## src/rtl/mips_pkg.sv

```systemverilog
// Shared types for the memory arbiter: FSM state and access owner encodings.
package mips_pkg;

  typedef enum logic [1:0] {
    IDLE = 2'd0,
    BUSY = 2'd1,
    RESP = 2'd2
  } arb_state_t;

  typedef enum logic {
    OWN_I = 1'b0,
    OWN_D = 1'b1
  } arb_owner_t;

endpackage

```

## src/rtl/mem_arbiter.sv

```systemverilog
// Two-requester (instr/data) arbiter onto a single memory port, with a
// round-robin grant, a bus timeout and a one-cycle response phase.
module mem_arbiter
  import mips_pkg::*;
#(
  parameter int unsigned TIMEOUT    = 16,
  parameter bit          DATA_FIRST = 1'b1
) (
  input  logic        clk,
  input  logic        reset,
  input  logic        i_req,
  input  logic [31:0] i_addr,
  output logic        i_done,
  output logic [31:0] i_rdata,
  input  logic        d_req,
  input  logic        d_rd_wr,
  input  logic [31:0] d_addr,
  input  logic [31:0] d_wdata,
  output logic        d_done,
  output logic [31:0] d_rdata,
  output logic        err,
  output logic        mem_req,
  output logic        mem_rd_wr,
  output logic [31:0] mem_addr,
  output logic [31:0] mem_wdata,
  input  logic [31:0] mem_rdata,
  input  logic        mem_ack
);

  localparam logic [7:0] TMO_LAST = 8'(TIMEOUT - 1);

  arb_state_t  r_state;
  arb_owner_t  r_owner;
  logic [31:0] r_addr;
  logic        r_rd_wr;
  logic [31:0] r_wdata;
  logic [31:0] r_rdata;
  logic [7:0]  r_cnt;
  logic        r_err;
  logic        r_gnt_i;
  logic        r_gnt_d;

  logic        w_pick_d;
  logic        w_i_resp;
  logic        w_d_resp;

  // Equal last-grant flags means nothing has been granted since reset.
  always_comb begin
    w_pick_d = d_req;
    if (i_req && d_req) begin
      if (r_gnt_i == r_gnt_d) w_pick_d = DATA_FIRST;
      else                    w_pick_d = r_gnt_i;
    end
  end

  always_ff @(posedge clk) begin
    if (reset) begin
      r_state <= IDLE;
      r_owner <= OWN_I;
      r_addr  <= '0;
      r_rd_wr <= 1'b1;
      r_wdata <= '0;
      r_rdata <= '0;
      r_cnt   <= '0;
      r_err   <= 1'b0;
      r_gnt_i <= 1'b0;
      r_gnt_d <= 1'b0;
    end else begin
      case (r_state)
        IDLE: begin
          if (i_req || d_req) begin
            r_gnt_d <= w_pick_d;
            r_gnt_i <= ~w_pick_d;
            r_cnt   <= '0;
            r_err   <= 1'b0;
            r_state <= BUSY;
            if (w_pick_d) begin
              r_owner <= OWN_D;
              r_addr  <= d_addr;
              r_rd_wr <= d_rd_wr;
              r_wdata <= d_wdata;
            end else begin
              r_owner <= OWN_I;
              r_addr  <= i_addr;
              r_rd_wr <= 1'b1;
              r_wdata <= '0;
            end
          end
        end
        BUSY: begin
          // An ack arriving on the final counted cycle still wins over the abort.
          if (mem_ack) begin
            r_rdata <= r_rd_wr ? mem_rdata : '0;
            r_err   <= 1'b0;
            r_state <= RESP;
          end else if (r_cnt == TMO_LAST) begin
            r_rdata <= '0;
            r_err   <= 1'b1;
            r_state <= RESP;
          end else begin
            r_cnt <= r_cnt + 8'd1;
          end
        end
        RESP:    r_state <= IDLE;
        default: r_state <= IDLE;
      endcase
    end
  end

  assign w_i_resp  = (r_state == RESP) && (r_owner == OWN_I);
  assign w_d_resp  = (r_state == RESP) && (r_owner == OWN_D);

  assign i_done    = w_i_resp;
  assign d_done    = w_d_resp;
  assign i_rdata   = w_i_resp ? r_rdata : '0;
  assign d_rdata   = w_d_resp ? r_rdata : '0;
  assign err       = (r_state == RESP) && r_err;

  assign mem_req   = (r_state == BUSY);
  assign mem_rd_wr = r_rd_wr;
  assign mem_addr  = r_addr;
  assign mem_wdata = r_wdata;

endmodule

```

## config.mk

```make
export PLATFORM = sky130hd
export DESIGN_NAME = mem_arbiter
export DESIGN_NICKNAME = d
export VERILOG_FILES = /design/src/rtl/mips_pkg.sv /design/src/rtl/mem_arbiter.sv
export SDC_FILE = /design/constraint.sdc
export NUM_CORES = 1
export LEC_CHECK = 0
export ABC_AREA = 1
export ABC_CLOCK_PERIOD_IN_PS = 1700
export CAP_MARGIN = 20
export CORE_AREA = 2 2 103 105
export CTS_CLUSTER_SIZE = 8
export DETAILED_ROUTE_END_ITERATION = 7
export DIE_AREA = 0 0 105 107
export DONT_BUFFER_PORTS = 1
export MAX_ROUTING_LAYER = met4
export PLACE_DENSITY = 0.64
export SLEW_MARGIN = 20
export SYNTH_ARGS = -nofsm -noshare
export SYNTH_HDL_FRONTEND = slang
export SYNTH_SLANG_ARGS = --single-unit
```

## constraint.sdc

```tcl
create_clock -name clk -period 1.7 [get_ports clk]
set_input_delay 0.17 -clock clk [delete_from_list [all_inputs] [get_ports clk]]
set_output_delay 0.17 -clock clk [all_outputs]
set_load 0.02 [all_outputs]
```

Yosys cells after proc, flatten, opt, wreduce, memory -nomap -nowiden
Cells that the tools add are included. W data, S select, Z words.

Register bits: 111. Input port bits: 134. Output and inout port bits: 133. Logic and storage cells: 57.

$add $sub $neg: 1. Equal/unequal tests: 8. Multiplexer cells: 23. Bitwise operators: 2. Reductions and logical operators: 13.

Operator list (number): $mux W32 (7); $mux W8 (3); $pmux W8 S2 (1); $add A8 B1 Y8 const B (1); $eq A8 B4 Y1 const B (1); $mux W1 (7); $mux W2 (3); $ne A2 B2 Y1 const B (3); $reduce_and A2 Y1 (3); $logic_and A1 B1 Y1 (4); $pmux W2 S2 (1); $reduce_and A4 Y1 (1); $reduce_bool A2 Y1 (2); $ne A3 B1 Y1 const B (1); $reduce_and A3 Y1 (1); $eq A2 B1 Y1 const B (1); $eq A2 B2 Y1 const B (1); $logic_not A2 Y1 (1); $not A1 Y1 (2); $pmux W1 S2 (1); $eq A1 B1 Y1 (1); $logic_or A1 B1 Y1 (1).

Longest topological paths before layout
Depth in word-level cells: 4. Mapped depth: 8. Depth with buffers taken out: 8.

Least setup slack after synthesis
No wires, ideal clock.

Path kind: register to output. Start: register r_state[0]. End: output d_rdata[10]. Data arrival time: 1.432 ns. Required time: 1.530 ns. Path slack: 0.098 ns. Cell stages (with the launch flop): 7. Path buffers: 1. Path through: dfxtp_1 inv_1 nand2_1 nor2_1 inv_1 clkbuf_1 nor2_1.

Word-level cells in the longest chain between the ends: 3.

RTL lines: from (decl) (line mem_arbiter.sv:32) `arb_state_t r_state;`; from (signal assigned) (line mem_arbiter.sv:58) `r_state <= IDLE;`; from (signal assigned) (line mem_arbiter.sv:76) `r_state <= BUSY;`; from (signal assigned) (line mem_arbiter.sv:95) `r_state <= RESP;`; $eq A2 B2 Y1 (line mem_arbiter.sv:111) `assign w_d_resp = (r_state == RESP) && (r_owner == OWN_D);`; $logic_and A1 B1 Y1 (line mem_arbiter.sv:111); named net d_done (line mem_arbiter.sv:19) `output logic d_done,`; $mux W32 (line mem_arbiter.sv:116) `assign d_rdata = w_d_resp ? r_rdata : '0;`; to (decl) (line mem_arbiter.sv:20) `output logic [31:0] d_rdata,`.

The timed path passes the listed nets, and every way through them passes these cells.

Final worst setup path
Start: register r_state[0]. End: output d_rdata[29].

Word-level cells in the longest chain between the ends: 3.

RTL lines (line): $eq A2 B2 Y1 (mem_arbiter.sv:111); $logic_and A1 B1 Y1 (mem_arbiter.sv:111); $mux W32 (mem_arbiter.sv:116).

No other way between the ends.

==> reports/results.ini <==
[floorplanning]
start_util_pct=49.4
placementRows=37
die_x_um=105
core_sq_um=10100
dieArea_sq_um=11200
io_pins=267
die_y_um=107

[placed_design]
gp_congestion=0.842
dp_hpwl_um=9730
place_worst_setup_slack_ns=0.131
io_buffers=0
placed_area_sq_um=5570

[pwr]
vdd_drop_max_mv=0.695
p_leak_nw=3.00
powerDensity_nw_per_um2=810

[clock_tree]
cts_buffers=9
cts_tree=built
clkSinkCount=110
root_buffer=clkbuf_8
clk_pin_slew_ns=0.10
cts.path.max_buffers=2
cts-htree-levels=3
worst_skew_pair.late_latency_ns=0.38

[global_routing]
gr-total-overflow=0
grt_usage_pct=27.2
grt_max_degree=72
grt_pass1_vias=5112
grt_pass1_wl_um=24400
antenna_found_initial=0

[drt]
drt_first_iter_violations=338
via_count=5521
postRouteAntennaNets=0
route.detailed.drc=0
wl_um=16500
wl_per_cell_um=15.9
vias_per_cell=5.32
drt_pass1_iterations=5

[final_layout]
final_nets=1031
antenna-diode-count=0
drive_gt1_share_pct=17.9
syn_to_final_growth_pct=40.5
fin_area_sq_um=7010
utilization_pct=69.4

[logic_synthesis]
synth.area.top_cells=dfxtp_1 44%, nand2_1 17%, nand3_1 11%
synth.top_cell.area_share_pct=44.2
synth_area_leader_cell=dfxtp_1
ys_warn_count=0
synthCells=752
ys_ff_latch=110
seq_area_frac_synth_pct=44.2
netlist_area_sq_um=4990
yosys.cell_types.count=24
syn_nets=887
synth.avg_cell_area_sq_um=6.63

[sta]
setup_ws_ns=0.0227
hold_viol_final=0
rsz0062_at_grt=yes
tightest_slew_ns=0.531
fmax_mhz=596
fin_crit_sh_pct=98.7
drv_slew=0
period_needed_ns=1.68
clock_skew_ns=0.0115
slew_headroom_pct=64.6
final-setup-viol-count=0

[worst_setup_path]
crit_fanout=16
required_ns=1.53
start_kind=flop
endpoint_kind=output pin
cp.arrival_ns=1.51
critical_path_class=reg2out

[run_status]
status=complete, no violations

[worst_hold_path]
min_path_type=in2reg

[run]
maxCapViolations=0

worst max-delay path, cell delays in order, from the launching register on:
cell,delay (ns)
dfxtp_2,0.35
inv_2,0.07
nand2_4,0.07
nor2_4,0.11
inv_4,0.07
buf_12,0.15
nor2_1,0.13
buf_4,0.16
cell usage after synthesis:
| cell | count |
|---|---|
| nor3_1 | 1 |
| clkinv_1 | 1 |
| nand2_2 | 3 |
| buf_1 | 2 |
| o21ai_0 | 1 |
| nand3_2 | 1 |
| nand2_4 | 1 |
| o22ai_1 | 1 |
| buf_6 | 1 |
| o21ai_2 | 1 |
| inv_1 | 81 |
| a21oi_1 | 75 |
| o21ai_4 | 1 |
| nand2_1 | 224 |
| buf_4 | 13 |
| ha_1 | 1 |
| nor2_1 | 90 |
| dfxtp_1 | 110 |
| nand3b_1 | 4 |
| clkbuf_1 | 14 |
| clkinv_2 | 1 |
| nand3_1 | 107 |
| buf_2 | 17 |
| inv_2 | 1 |
repair_timing:
action,in CTS,in global routing
hold buffers,94,0
endpoints found under the setup margin,53,101
hold endpoints to repair,100,0
gates cloned,0,5
buffers inserted,1,1
pin swaps,1,1
resized for setup,6,58
through the flow:
stage                     hold WS, ns  setup TNS, ns  power [mW]  cells
after global routing           0.0141         -0.529        5.95   1037
after CTS                     0.00193              0        5.65   1031
final                          0.0173              0        5.68   1037
after global placement          0.247              0        3.81    920
after floorplan                 0.299              0        3.67    752
after detailed placement        0.249              0        3.83    920
registers in the layout (all words and copies together) (netlist names):
register / cells
r_gnt_i: 1
r_cnt: 8
mem_wdata: 32
r_err: 1
r_owner: 1
r_state: 2
r_rdata: 32
mem_rd_wr: 1
mem_addr: 32
cell families (layout without fill, tap and decap cells):
| kind of cell | count (synthesis) | after routing | share of synthesized area, % |
|---|---|---|---|
| AOI/OAI and AO/OA | 79 | 80 | 8.26 |
| adders and majority gates | 1 | 1 | 0.251 |
| buffers and inverters | 131 | 279 | 11.4 |
| DFF | 110 | 110 | 44.2 |
| and+or+nand+nor | 431 | 431 | 35.9 |
placed cells by master, fill, tap and decap left out, drive strengths merged:
cell type,instances
buf,84
nor3,1
inv,83
nand3b,4
o22ai,1
clkinv,6
clkinvlp,1
nand2,228
nor2,90
o21ai,4
dlygate4sd3,93
clkbuf,11
bufinv,1
nand3,108
a21oi,75
ha,1
dfxtp,110
report_power, final:
part           switching [mW]  internal [mW]  leakage [nW]  total (mW)
Combinational           0.588          0.425          2.00        1.01
Sequential              0.289           2.76         0.902        3.05
Clock                   0.916          0.701         0.103        1.62
final cells by class:
cell class,count,area [sq um]
inverters,84,322
fillers,759,3090
flip-flops and latches,110,2210
well taps,136,170
clock inverters,7,85.1
repair buffers,179,1730
multi-input cells,512,2370
clock buffers,9,124
worst paths after layout:
check | cells past startpoint | start | to | slack (ns)
hold reg to reg | 2 | r_gnt_i$_SDFFE_PP0P_ | r_gnt_i$_SDFFE_PP0P_ | 0.47
setup reg to reg | 7 | r_state[1]$_SDFFE_PP0P_ | r_rdata[22]$_SDFFE_PP0P_ | 0.14
hold / removal | 4 | d_addr[10] | mem_addr[10]$_SDFFE_PP0P_ | 0.02
setup / recovery | 7 | r_state[0]$_SDFFE_PP0P_ | d_rdata[29] | 0.02
layer usage:
layer | part of all wire (%) | global-route usage, % | up-vias
met3 | 8.3 | 5.41 | 43
met1 | 38 | 30.4 | 2520
met2 | 51 | 47.5 | 334
met4 | 2.9 | 11.8 | 0
met5 | 0 | - | -
li1 | - | - | 2624
(Power assumes the default switching activity.)
